File: src/rtl/banda_pkg.sv
// Shared types for the assembly-line datapath stages.
// Sequencer state encoding and default word width.
package banda_pkg;

  typedef enum logic [1:0] {
    IDLE  = 2'd0,
    SHIFT = 2'd1,
    DONE  = 2'd2
  } state_t;

  localparam int WIDTH_DEF = 8;

endpackage

File: src/rtl/banda_xor_seq.sv
// Bit-serial sequencer feeding the external XOR cell LSB-first
// and reassembling its output into a word with running parity.
module banda_xor_seq
  import banda_pkg::*;
#(
  parameter int WIDTH = WIDTH_DEF
) (
  input  logic             clk,
  input  logic             rst_n,
  input  logic             in_valid,
  output logic             in_ready,
  input  logic [WIDTH-1:0] in_a,
  input  logic [WIDTH-1:0] in_b,
  output logic             bit_a,
  output logic             bit_b,
  input  logic             bit_c,
  output logic             out_valid,
  input  logic             out_ready,
  output logic [WIDTH-1:0] out_data,
  output logic             out_parity,
  output logic             busy
);

  localparam int CW = $clog2(WIDTH);
  localparam logic [CW-1:0] LAST = CW'(WIDTH - 1);

  state_t           state_q, state_d;
  logic [WIDTH-1:0] sa_q, sa_d;
  logic [WIDTH-1:0] sb_q, sb_d;
  logic [WIDTH-1:0] res_q, res_d;
  logic             par_q, par_d;
  logic [CW-1:0]    cnt_q, cnt_d;

  always_ff @(posedge clk) begin
    if (!rst_n) begin
      state_q <= IDLE;
      sa_q    <= '0;
      sb_q    <= '0;
      res_q   <= '0;
      par_q   <= 1'b0;
      cnt_q   <= '0;
    end else begin
      state_q <= state_d;
      sa_q    <= sa_d;
      sb_q    <= sb_d;
      res_q   <= res_d;
      par_q   <= par_d;
      cnt_q   <= cnt_d;
    end
  end

  always_comb begin
    state_d = state_q;
    sa_d    = sa_q;
    sb_d    = sb_q;
    res_d   = res_q;
    par_d   = par_q;
    cnt_d   = cnt_q;
    unique case (state_q)
      IDLE: begin
        if (in_valid) begin
          sa_d    = in_a;
          sb_d    = in_b;
          res_d   = '0;
          par_d   = 1'b0;
          cnt_d   = '0;
          state_d = SHIFT;
        end
      end
      SHIFT: begin
        sa_d  = sa_q >> 1;
        sb_d  = sb_q >> 1;
        res_d = {bit_c, res_q[WIDTH-1:1]};
        par_d = par_q ^ bit_c;
        // Counter parks at LAST so it never wraps.
        if (cnt_q == LAST) begin
          state_d = DONE;
        end else begin
          cnt_d = cnt_q + 1'b1;
        end
      end
      DONE: begin
        if (out_ready) begin
          state_d = IDLE;
        end
      end
      default: begin
        state_d = IDLE;
      end
    endcase
  end

  assign in_ready   = (state_q == IDLE);
  assign out_valid  = (state_q == DONE);
  assign busy       = (state_q != IDLE);
  assign bit_a      = (state_q == SHIFT) & sa_q[0];
  assign bit_b      = (state_q == SHIFT) & sb_q[0];
  assign out_data   = res_q;
  assign out_parity = par_q;

endmodule

File: config.mk
export PLATFORM = sky130hd
export DESIGN_NAME = banda_xor_seq
export DESIGN_NICKNAME = d
export VERILOG_FILES = /design/src/rtl/banda_pkg.sv /design/src/rtl/banda_xor_seq.sv
export SDC_FILE = /design/constraint.sdc
export NUM_CORES = 1
export LEC_CHECK = 0
export ABC_AREA = 1
export CAP_MARGIN = 20
export CORE_ASPECT_RATIO = 1.4
export CORE_MARGIN = 8
export CORE_UTILIZATION = 52
export CTS_CLUSTER_DIAMETER = 40
export DETAILED_ROUTE_END_ITERATION = 10
export HOLD_SLACK_MARGIN = 0.05
export PLACE_DENSITY_LB_ADDON = 0.12
export RECOVER_POWER = 50
export SYNTH_ARGS = -nofsm -noshare
export SYNTH_HDL_FRONTEND = slang
export SYNTH_SLANG_ARGS = --single-unit
File: constraint.sdc
create_clock -name clk -period 2.6 [get_ports clk]
set_clock_uncertainty 0.05 [all_clocks]
set_input_delay 0.78 -clock clk [delete_from_list [all_inputs] [get_ports clk]]
set_output_delay 0.78 -clock clk [all_outputs]
set_load 0.005 [all_outputs]
# Word-level counts from Yosys, hierarchy flattened
# Index checks and enable logic that the tools add are counted.
# W data, S select, Z words.
classes:
  addsub: 1
  eq_ne: 7
  mux: 15
  n_bitwise: 3
  reduce_logical: 6
op_table:
  columns: ["operator", "count"]
  rows:
  - ["$pmux W8 S2", 3]
  - ["$mux W8", 3]
  - ["$mux W2", 3]
  - ["$mux W3", 2]
  - ["$ne A2 B2 Y1 const B", 3]
  - ["$pmux W2 S3", 1]
  - ["$pmux W3 S2", 1]
  - ["$reduce_and A3 Y1", 2]
  - ["$reduce_bool A2 Y1", 2]
  - ["$add A3 B1 Y3 const B", 1]
  - ["$eq A3 B3 Y1 const B", 1]
  - ["$and A1 B1 Y1", 2]
  - ["$eq A2 B1 Y1 const B", 1]
  - ["$eq A2 B2 Y1 const B", 1]
  - ["$logic_not A2 Y1", 1]
  - ["$ne A2 B1 Y1 const B", 1]
  - ["$pmux W1 S2", 1]
  - ["$reduce_and A2 Y1", 1]
  - ["$mux W1", 1]
  - ["$xor A1 B1 Y1", 1]
word_totals:
  reg_bits: 30
  input_bits: 21
  output_inout_bits: 14

# Depth between registers and ports, before layout
depth:
  ltp_word: 3
  ltp_mapped: 7
  ltp_nobuf: 6

# Least setup slack after synthesis
# Ideal clock, no wire load.
synth_path:
  kind: "flip-flop to output port"
  start: "reg state_q[1]"
  end: "out bit_a"
  t_arrival_ns: 0.795
  path_slack_ns: 0.975
  stages_incl_launch_ff: 5
  path_buffers: 1
  cell_sequence: "dfxtp_1 inv_2 nand2_4 buf_6 nor2_1"
synth_between:
  elab_chain_len: 2
synth_lines:
  columns: ["item", "line", "source"]
  rows:
  - ["from (decl)", "banda_xor_seq.sv:27", "state_t state_q, state_d;"]
  - ["from (signal assigned)", "banda_xor_seq.sv:43", "state_q <= state_d;"]
  - ["$eq A2 B1 Y1", "banda_xor_seq.sv:96", "assign bit_a = (state_q == SHIFT) & sa_q[0];"]
  - ["$and A1 B1 Y1", "banda_xor_seq.sv:96", null]
  - ["to (decl)", "banda_xor_seq.sv:14", "output logic bit_a,"]
# No other way between the ends.

# Worst setup path in the final report
# Ends and elaborated chain as after synthesis.

==> metrics.csv <==
stage,metric,value,unit
yosys,synth_xor_area_share,0,%
power_and_ir_drop,p_leak,0.827,nW
yosys,synth_simple_gate_area_share,34.4,%
timing,finalSetupViolCount,0,
clock_tree,cts_tree,done,
clock_tree,postCtsHoldBufs,0,
clock_tree,cts_sinks,30,
route,wl_per_cell,10.5,um
timing,fmax,422,MHz
final_layout,nets,277,
setup_path,critPathLaunch,state_q[1]$_SDFFE_PN0P_,
power_and_ir_drop,power_switching,0.258,mW
final_layout,diodes,0,
setup_path,r2r_cells,5,
floorplan,chipWidth,60.6,um
yosys,syn_area_per_cell,6.56,sq um
power_and_ir_drop,power_density,549,nW/um^2
yosys,syn_nets,244,
setup_path,r2r_slack,1.00,ns
grt,antenna_found_initial,0,
floorplan,ios,35,
route,drtPass1Iterations,5,
placement,dp.cells,283,
final_layout,drive_above_1_share,5.88,%
clock_tree,post_cts_buffers,0,
grt,grt_use_total,14.1,%
placement,dp_hpwl,2.14,mm
power_and_ir_drop,p_clk_share,34.0,%
placement,gp_congestion,0.855,
yosys,synthDistinctLibCells,19,
route,via_count,1358,
grt,grt_pass1_vias,1316,
placement,place_area,1770,sq um
route,drtIter0Drc,46,
floorplan,dieArea,4760,sq um
timing,slew_headroom,53.3,%
setup_path,critPathArrivalTime,1.54,ns
flow_run,drv_cap,0,
setup_path,r2r_end,out_data[3]$_SDFFE_PN0P_,
yosys,synth_fa_ha_area_share,1.73,%
yosys,ys_seq_area_share,41.5,%
floorplan,die-height,78.5,um
setup_path,crit_fanout,13,
power_and_ir_drop,p_int,0.749,mW
timing,slew_viol_final,0,
timing,rsz0062_at_grt,no,
power_and_ir_drop,pwr-share-seq,49.5,%
setup_path,cp-start-kind,register,
hold_path,hold_start,sa_q[7]$_SDFFE_PN0P_,
hold_path,hold_end,sa_q[7]$_SDFFE_PN0P_,
yosys,synth_mux_area_share,0,%
yosys,synth_compound_area_share,9.76,%
timing,period_minus_slack,2.37,ns
yosys,synth_top_family_by_area,simple AND/OR/NAND/NOR gates,
timing,worst_pin_slew,0.701,ns
placement,portBuffers,34,
power_and_ir_drop,peakVddDrop,444,uV
hold_path,whs_path_depth,2,
final_layout,final_core_util,69.4,%
route,via_per_inst,4.67,
setup_path,cp.required,1.77,ns
floorplan,start_util,54.8,%
final_layout,stdcell_area,1830,sq um
yosys,syn_inst,221,
final_layout,fin_cells,291,
grt,grt_pass1_wl,5.33,mm
grt,grt_overflow,0,
clock_tree,numCtsBuffers,5,
power_and_ir_drop,p_comb_share,16.4,%
setup_path,r2r_start,state_q[1]$_SDFFE_PN0P_,
setup_path,crit_path_end_kind,primary output,
grt,grt_max_degree,40,
clock_tree,clock_path_buffers,2,
route,drc,0,
power_and_ir_drop,finalPower,1.01,mW
status,status,finished clean,
final_layout,area_growth,26.5,%
timing,final.setup.tns,0,ns
power_and_ir_drop,swShare,25.6,%
clock_tree,path_clk_slew,0.09,ns
floorplan,fp-row-count,22,
setup_path,critPathKind,reg -> out,
floorplan,core_region_area,2640,sq um
yosys,syn_area,1450,sq um
route,drtAntennaViolNets,0,
yosys,yosysWarnings,0,
route,routed_wl,3.04,mm
timing,hold_viol,0,
clock_tree,clock_latency,0.33,ns
yosys,yosys_register_bits,30,
hold_path,hold_path.class,reg -> reg,
clock_tree,clockRootBuffer,clkbuf_4,
clock_tree,postCtsResizedCells,0,
timing,fin_crit_sh,91.2,%
clock_tree,h-tree-depth,2,
## cell type report
class	count	area, sq um
clock buffers	8	78.8
fillers	260	810
well taps	36	45.0
repair buffers	37	360
inverters	25	93.8
flip-flops and latches	30	602
multi-input cells	155	653
## power groups by stage
stage	Combinational (mW)	Sequential, mW	Clock [mW]
floorplan	0.122	0.505	0
detailed placement	0.169	0.510	0
global route	0.191	0.502	0.370
global placement	0.168	0.508	0
CTS	0.170	0.499	0.351
finish	0.165	0.499	0.343
## registers in the layout, summed over array words and instances, names as in the netlist
register    flops
out_data        8
state_q         2
out_parity      1
cnt_q           3
sb_q            8
sa_q            8
## worst max path at each step
stage	cells after the start	slack, ns	end
floorplan	4	0.98	bit_a
global placement	3	0.46	bit_a
detailed placement	5	0.42	out_data[3]$_SDFFE_PN0P_
CTS	3	0.06	bit_a
global route	4	0.12	bit_b
finish	4	0.23	bit_a
## logic make-up after synthesis
| group | Yosys count |
|---|---|
| and+or+nand+nor | 127 |
| DFF | 30 |
| buffers and inverters | 36 |
| adders and majority gates | 2 |
| AOI/OAI and AO/OA | 26 |
## cell usage after synthesis
master	number	share of area, %
o21ai_0	6	2.1
buf_6	5	3.9
nand3_1	6	2.1
clkbuf_2	1	0.35
nor2_1	37	9.6
dfxtp_1	30	41
o21ai_1	6	2.1
nand3b_1	1	0.52
a21oi_1	13	4.5
nand2_4	1	0.78
inv_2	1	0.26
o21ai_4	1	1.1
nand2_1	81	21
buf_4	2	1.0
inv_1	24	6.2
buf_2	2	0.69
nor2_2	1	0.43
ha_1	2	1.7
clkbuf_1	1	0.26
## layer usage
metal | vias up | global-route usage, % | wire (um)
met2 | 31 | 23.5 | 1360
met4 | 0 | 6.32 | 60
met3 | 9 | 5.38 | 205
met5 | - | 0 | 0
li1 | 729 | - | -
met1 | 589 | 15.2 | 1410
## cells in the final DEF (no fill, tap or decap)
cell type / instances
nand2_1: 81
nor2_1: 37
clkdlybuf4s50_1: 32
dfxtp_1: 29
inv_1: 24
a21oi_1: 13
o21ai_0: 7
nand3_1: 6
o21ai_1: 6
clkbuf_4: 5
clkbuf_8: 3
ha_1: 2
dlygate4sd3_1: 2
buf_4: 2
inv_2: 1
nand2_4: 1
nor2_2: 1
nand3b_1: 1
clkbuf_2: 1
dfxtp_2: 1
## critical path, cell delays in order, from the launching register on
cell	delay, ns
dfxtp_1	0.35
inv_2	0.13
nand2_4	0.12
nor2_1	0.10
clkdlybuf4s50_1	0.50
## stage by stage
| stage | hold WS, ns | worst slack [ns] |
|---|---|---|
| floorplan | 0.394 | 0.975 |
| global placement | 0.404 | 0.461 |
| detailed placement | 0.406 | 0.424 |
| CTS | 0.419 | 0.0633 |
| global route | 0.455 | 0.116 |
| finish | 0.421 | 0.230 |
No activity file was read; power rests on OpenSTA's default activity.
